File: src/rtl/tc2sm_stream_if.sv
// Stream bundle for the two's complement to sign-magnitude converter:
// one input channel (raw word) and one output channel (sign, magnitude, saturation flag).
interface tc2sm_stream_if #(
  parameter int N = 16
);
  logic         in_valid;
  logic         in_ready;
  logic [N-1:0] in_data;
  logic         out_valid;
  logic         out_ready;
  logic         out_sign;
  logic [N-2:0] out_mag;
  logic         out_sat;

  modport slave (
    input  in_valid, in_data, out_ready,
    output in_ready, out_valid, out_sign, out_mag, out_sat
  );

  modport master (
    output in_valid, in_data, out_ready,
    input  in_ready, out_valid, out_sign, out_mag, out_sat
  );
endinterface

File: src/rtl/tc2sm_stream.sv
// Two-stage pipelined two's complement to sign-magnitude converter with a
// saturating count of clipped (most-negative) words delivered downstream.
module tc2sm_stream #(
  parameter int N = 16
) (
  input  logic           clk,
  input  logic           rst_n,
  tc2sm_stream_if.slave  s,
  input  logic           sat_clr,
  output logic [15:0]    sat_count
);
  // Handshake: a word moves on a rising edge when valid=1 and ready=1 on that
  // channel; valid never waits on ready, and payload is held while valid=1, ready=0.
  localparam logic [N-1:0] MOST_NEG = {1'b1, {(N-1){1'b0}}};

  logic         s1_valid;
  logic [N-1:0] s1_data;
  logic         s2_valid;
  logic         s2_sign;
  logic [N-2:0] s2_mag;
  logic         s2_sat;

  logic         s2_load;
  logic         s1_load;
  logic         conv_sign;
  logic         conv_sat;
  logic [N-2:0] neg_mag;
  logic [N-2:0] conv_mag;
  logic         sat_hs;

  always_comb begin
    s2_load   = !s2_valid || s.out_ready;
    s1_load   = !s1_valid || s2_load;
    conv_sign = s1_data[N-1];
    conv_sat  = (s1_data == MOST_NEG);
    // Low N-1 bits of 2^N - d equal the negated low bits modulo 2^(N-1).
    neg_mag   = {(N-1){1'b0}} - s1_data[N-2:0];
    if (conv_sat) begin
      conv_mag = {(N-1){1'b1}};
    end else if (conv_sign) begin
      conv_mag = neg_mag;
    end else begin
      conv_mag = s1_data[N-2:0];
    end
    sat_hs    = s2_valid && s.out_ready && s2_sat;
  end

  assign s.in_ready  = s1_load;
  assign s.out_valid = s2_valid;
  assign s.out_sign  = s2_sign;
  assign s.out_mag   = s2_mag;
  assign s.out_sat   = s2_sat;

  always_ff @(posedge clk or negedge rst_n) begin
    if (!rst_n) begin
      s1_valid <= 1'b0;
      s1_data  <= '0;
    end else if (s1_load) begin
      s1_valid <= s.in_valid;
      if (s.in_valid) begin
        s1_data <= s.in_data;
      end
    end
  end

  // Payload only reloads on a real word so out_* keep the last value across bubbles.
  always_ff @(posedge clk or negedge rst_n) begin
    if (!rst_n) begin
      s2_valid <= 1'b0;
      s2_sign  <= 1'b0;
      s2_mag   <= '0;
      s2_sat   <= 1'b0;
    end else if (s2_load) begin
      s2_valid <= s1_valid;
      if (s1_valid) begin
        s2_sign <= conv_sign;
        s2_mag  <= conv_mag;
        s2_sat  <= conv_sat;
      end
    end
  end

  always_ff @(posedge clk or negedge rst_n) begin
    if (!rst_n) begin
      sat_count <= 16'd0;
    end else if (sat_clr) begin
      sat_count <= 16'd0;
    end else if (sat_hs && (sat_count != 16'hFFFF)) begin
      sat_count <= sat_count + 16'd1;
    end
  end
endmodule

File: src/flat_wrapper.sv
// flat-port wrapper written by rule: the top's interface ports become plain ports
module tc2sm_stream_flat 
#(
  parameter int N = 16
)
  (clk, rst_n, sat_clr, sat_count, s_in_valid, s_in_data, s_out_ready, s_in_ready, s_out_valid, s_out_sign, s_out_mag, s_out_sat);
  tc2sm_stream_if #(.N(N)) s_i ();
  input  logic clk;
  input  logic rst_n;
  input  logic sat_clr;
  output logic [15:0] sat_count;
  input wire logic [$bits(s_i.in_valid)-1:0] s_in_valid;
  input wire logic [$bits(s_i.in_data)-1:0] s_in_data;
  input wire logic [$bits(s_i.out_ready)-1:0] s_out_ready;
  output wire logic [$bits(s_i.in_ready)-1:0] s_in_ready;
  output wire logic [$bits(s_i.out_valid)-1:0] s_out_valid;
  output wire logic [$bits(s_i.out_sign)-1:0] s_out_sign;
  output wire logic [$bits(s_i.out_mag)-1:0] s_out_mag;
  output wire logic [$bits(s_i.out_sat)-1:0] s_out_sat;
  assign s_i.in_valid = s_in_valid;
  assign s_i.in_data = s_in_data;
  assign s_i.out_ready = s_out_ready;
  assign s_in_ready = s_i.in_ready;
  assign s_out_valid = s_i.out_valid;
  assign s_out_sign = s_i.out_sign;
  assign s_out_mag = s_i.out_mag;
  assign s_out_sat = s_i.out_sat;
  tc2sm_stream #(.N(N)) u_core (.clk(clk), .rst_n(rst_n), .s(s_i), .sat_clr(sat_clr), .sat_count(sat_count));
endmodule
File: config.mk
export PLATFORM = sky130hd
export DESIGN_NAME = tc2sm_stream_flat
export DESIGN_NICKNAME = d
export VERILOG_FILES = /design/src/rtl/tc2sm_stream_if.sv /design/src/rtl/tc2sm_stream.sv /design/src/flat_wrapper.sv
export SDC_FILE = /design/constraint.sdc
export NUM_CORES = 1
export LEC_CHECK = 0
export ABC_CLOCK_PERIOD_IN_PS = 2200
export CAP_MARGIN = 25
export CORE_MARGIN = 10
export CORE_UTILIZATION = 45
export DETAILED_ROUTE_END_ITERATION = 10
export PLACE_DENSITY = 0.68
export RECOVER_POWER = 25
export SYNTH_ARGS = -nofsm -noshare
export SYNTH_HDL_FRONTEND = slang
export SYNTH_SLANG_ARGS = --single-unit
File: constraint.sdc
create_clock -name clk -period 2.2 [get_ports clk]
set_clock_uncertainty 0.1 [all_clocks]
set_input_delay 0.66 -clock clk [delete_from_list [all_inputs] [get_ports clk]]
set_output_delay 0.66 -clock clk [all_outputs]
set_load 0.1 [all_outputs]
==> results of run 1 <==
how the worst min path moves through the flow:
stage	start	end	cells past startpoint
after floorplan	rst_n	u_core.s.out_mag[0]	0
after global placement	u_core.s1_data[13]	u_core.s1_data[13]	1
after detailed placement	u_core.s1_data[13]	u_core.s1_data[13]	1
after CTS	rst_n	u_core.sat_count[10]	1
after global routing	u_core.s1_data[13]	u_core.s1_data[13]	1
final	rst_n	u_core.sat_count[10]	1
area by class of cell:
class	instances	area (sq um)
multi-input cells	173	1190
clock buffers	7	76.3
flip-flops and latches	51	1300
well taps	72	90.1
inverters	4	15.0
repair buffers	73	1040
fillers	439	1760
where the power goes:
part / total (mW) / leakage, nW / internal, mW / switching [mW]
Clock: 0.494 / 0.0383 / 0.220 / 0.274
Combinational: 1.50 / 0.859 / 0.561 / 0.936
Sequential: 1.25 / 0.595 / 1.07 / 0.179
Total: 3.25 / 1.49 / 1.86 / 1.39
sequential cells by signal, indices dropped and copies added (netlist names):
signal,flops
u_core.s1_valid,1
u_core.s.out_mag,15
u_core.s.out_valid,1
u_core.s.out_sign,1
u_core.s.out_sat,1
u_core.s1_data,16
u_core.sat_count,16
worst max-delay path, stage by stage:
cell	delay [ps]
dlygate4sd2_1	260
nand3b_1	240
buf_12	210
timing repair:
action	4_1_cts	5_1_grt
gates resized for setup	2	0
pin swaps	0	1
setup endpoints to repair	13	14
setup buffers	1	0
hold buffers	0	0
logic make-up (layout without fill, tap and decap cells):
| kind of cell | Yosys count | in the layout | share of synthesized area (%) |
|---|---|---|---|
| buffers and inverters | 15 | 84 | 3.06 |
| multiplexers | 21 | 21 | 9.23 |
| XOR/XNOR | 12 | 12 | 4.15 |
| adder cells (fa/ha/maj) | 2 | 2 | 0.987 |
| AND/OR/NAND/NOR | 87 | 87 | 19.8 |
| flip-flops | 51 | 51 | 50.3 |
| AO/OA/AOI/OAI | 51 | 51 | 12.4 |
through the flow:
stage / cell area [sq um] / std cells / TNS (ps) / setup slack [ps]
after global placement: 3630 / 372 / -6380 / -220
final: 3710 / 380 / 0 / 58.5
after CTS: 3720 / 380 / 0 / 26.6
after global routing: 3710 / 380 / 0 / 1.34
after detailed placement: 3630 / 372 / -7370 / -276
after floorplan: 2570 / 239 / -7360 / -526
metal layers:
layer,GRT usage (%),part of all wire [%]
met2,23.3,51
met3,4.08,6.4
met1,16.3,42
met4,3.49,0.70
met5,0,0
placed cells by master (no fill, tap or decap), drive strengths merged, types with 5 or more instances in the layout:
cell	Yosys	routed
mux2	19	19
nand2	14	14
or4	6	6
clkbuf	5	10
xor2	10	10
a21oi	26	26
o31ai	10	10
nor2	19	19
dfrtp	51	51
buf	6	51
or3	9	9
nand4	5	5
nand3	8	8
clkdlybuf4s50	0	18
o21ai	10	10
==> impl_metrics.ini, run 1 <==
[run_status]
status = finished, final reports clean

[grt]
track_usage_pct = 13.6
grt_first_pass_wirelength_mm = 10.1
grt_pass1_vias = 2169
grt-ovfl-total = 0
grt_start_max_net_pins = 20
antenna_found_initial = 0

[sta]
fin_crit_sh_pct = 97.3
fmax_ghz = 0.467
rsz0062_at_grt = false
slew-limit-headroom_pct = 30.2
worst_pin_slew_ps = 1050
fin_crit_ps = 2140
holdWs_ps = 423
hold_viol_final = 0
finalSetupViolations = 0
maxSlewViolCount = 0

[logic_synthesis]
ys.flop_type = dfrtp_1
ys_seq_area_share_pct = 50.3
async_reset_ff_share_pct = 100
avgSynthCellArea_sq_um = 10.6
yosys_warnings = 0
synth.most_common_cell = dfrtp_1
synth_seq_cells = 51
syn-num-nets = 262
synth_cells = 239
synthDistinctLibCells = 42
yosysTopAreaCell = dfrtp_1
synth_edf_count = 0
synth_top_area_share_pct = 50.3
syn_area_sq_mm = 0.00253
synth_area_leaders = dfrtp_1 50%, mux2_2 8.4%, a21oi_1 4.9%
ys_top_cells_by_count = 51 x dfrtp_1, 25 x a21oi_1, 19 x mux2_2, 19 x nor2_1, 14 x nand2_1

[detailed_routing]
drt_first_pass_iters = 4
drt_iter0_drc = 70
drt_wl_total_mm = 5.84
post_drt_via_cell_ratio = 5.46
ant_nets = 0
dr_total_vias = 2076
remaining_drc_errors = 0
post_drt_wl_per_cell_um = 15.4

[clock_tree]
cts_sinks = 51
clkLatencyLatePin_ps = 290
cts_buffers = 5
clockBufferDepth = 2
cts_tree = done
h-tree-depth = 2
clk_pin_slew_ps = 90
ctsRootBufferMaster = clkbuf_8

[floorplanning]
dieArea_sq_mm = 0.00904
die_x_um = 95.1
placementRows = 27
core_sq_mm = 0.00547
dieHeight_um = 95.1
initial_core_util_pct = 46.3
pin_count = 56

[worst_hold_path]
hold_class = input pin to async pin

[worst_setup_path]
crit_start = s_out_ready
worst_setup_path_start_kind = input pin
r2r_slack_ps = 140
cp-endpoint = s_in_ready
arrival_ps = 1380
endpoint_kind = primary output
reg2reg_from = u_core.s1_data[0]
worst-r2r-cell-count = 7
worstReg2RegEnd = u_core.s.out_mag[10]
worstPathRequired_ps = 1440
critical_path.max_fanout = 3
critical_path_class = input pin to primary output

[finish]
num-nets-final = 331
drive_above_1_share_pct = 34.1
area_delta_synth_final_pct = 46.4
final_util_pct = 67.8
num_antenna_cells = 0

[power_and_ir_drop]
irDropWorstVdd_uv = 568
p_per_area_mw_per_mm2 = 874
leakagePower_nw = 1.49
total_power_mw = 3.25

[place]
gp_congestion = 0.844
dp_hpwl_mm = 4.62
portBuffers = 55

[run]
maxCapViolCount = 0
(Power assumes the default switching activity.)
==> run 2, diff against run 1 <==
- TNS_END_PERCENT: default -> 20
==> impl_metrics.ini, run 2 (same netlist as run 1, synthesis figures left out) <==
[run_status]
status = finished, final reports clean

[power_and_ir_drop]
irDropWorstVdd_uv = 690
p_per_area_mw_per_mm2 = 893
leakagePower_nw = 1.56

[floorplanning]
dieArea_sq_mm = 0.00904
pin_count = 56
core_sq_mm = 0.00547
die_x_um = 95.1
initial_core_util_pct = 46.3
dieHeight_um = 95.1
placementRows = 27

[detailed_routing]
remaining_drc_errors = 0
dr_total_vias = 2092
drt_iter0_drc = 69
ant_nets = 0
post_drt_via_cell_ratio = 5.43
drt_wl_total_mm = 6.28
post_drt_wl_per_cell_um = 16.3
drt_first_pass_iters = 4

[clock_tree]
cts_sinks = 51
clkLatencyLatePin_ps = 300
cts_tree = done
h-tree-depth = 2
ctsRootBufferMaster = clkbuf_8
clockBufferDepth = 2
clk_pin_slew_ps = 90
cts.hold.buffers_added = 0
cts_buffers = 5

[worst_setup_path]
worst-path-buf-inv = 0
cpLargestDelayFamily = simple AND/OR/NAND/NOR gates
cp_num_cells = 4
critPathMaxStageDelay_ps = 600
worst_setup_path_start_kind = flop
critical_path_class = flop to flop
r2r_slack_ps = 70
worstPathRequired_ps = 2330
critical_path.max_fanout = 7
worst-r2r-cell-count = 4
crit_chain = or4_4 > nor4_4 > a31oi_2 > a21oi_1
arrival_ps = 2260
cp_slowest_cell = or4_4
endpoint_kind = flop

[sta]
maxSlewViolCount = 0
hold_viol_final = 0
layout_setup_ws_ps = 70.8
fin_crit_ps = 2130
worst_pin_slew_ps = 704
finalSetupViolations = 0
fmax_ghz = 0.470
fin_crit_sh_pct = 96.8
slew-limit-headroom_pct = 53.0

[place]
preCtsSetupSlack_ps = -260
dp_hpwl_mm = 4.83
dpl_cell_area_sq_mm = 0.00365
portBuffers = 55
dp.cells = 375
gp_congestion = 0.895

[finish]
drive_above_1_share_pct = 30.4
final_cell_mix = 50 x dfrtp_1, 37 x buf_12, 25 x a21oi_1
instances_no_fill = 385
num_antenna_cells = 0
mostFrequentLayoutCell = dfrtp_1
fillers = 432
final_util_pct = 68.8
design_area_sq_mm = 0.00377
num-nets-final = 335
area_delta_synth_final_pct = 48.6
regArea_sq_mm = 0.00128
multiInputGateArea_sq_mm = 0.00121

[grt]
antenna_found_initial = 0
track_usage_pct = 14.0
grt_first_pass_wirelength_mm = 10.2
grt-ovfl-total = 0
grt_pass1_vias = 2128
grt_start_max_net_pins = 30

[run]
maxCapViolCount = 0

[worst_hold_path]
hold_class = input pin to async pin
[run 2: changes by cell type in the layout (fill, tap and decap cells not counted), sizes merged]
cell | before | now
clkbuf | 10 | 11
a31oi | 1 | 2
buf | 51 | 54
[run 2: final timing paths]
kind / start / endpoint
worst max-delay path: u_core.s1_data[7] / u_core.s.out_mag[11]
worst min-delay path: rst_n / u_core.sat_count[9]
worst max register to register: u_core.s1_data[7] / u_core.s.out_mag[11]
worst min register to register: u_core.s1_data[13] / u_core.s1_data[13]
max in group asynchronous: rst_n / u_core.s1_data[2]
min in group clk: u_core.s1_data[13] / u_core.s1_data[13]
[run 2: area by class of cell]
cell class / count / share of cell area (%)
Timing Repair Buffer: 76 / 28.4
Tap cell: 72 / 2.39
Multi-Input combinational cell: 174 / 32.2
Sequential cell: 51 / 34.0
Clock buffer: 8 / 2.66
Inverter: 4 / 0.399
[run 2: what timing repair did]
| action | in CTS | in global routing |
|---|---|---|
| setup buffers | 0 | 1 |
| resized for setup | 3 | 1 |
| pin swaps | 0 | 2 |
| setup endpoints to repair | 15 | 10 |
| cloned | 0 | 1 |
[run 2: per-stage QoR]
step                      setup TNS (ps)  total power [mW]  hold slack, ps
final                                  0              3.36             260
after global routing                -145              3.50             308
after CTS                              0              3.39             144
after detailed placement           -6290              2.80             428
after global placement             -5240              2.78             422
after floorplan                    -9170              2.16             264
[run 2: per-layer routing]
metal	wire, um	global-route usage, %	vias to the layer above
li1	-	-	1016
met1	2590	16.0	1008
met2	3240	24.5	60
met3	387	4.63	8
met4	70	3.49	0
met5	0	0	-
[run 2: where the power goes]
group	internal, mW	switching (mW)	leakage (nW)
Sequential	1.07	0.175	0.623
Clock	0.288	0.295	0.0515
Combinational	0.576	0.955	0.882
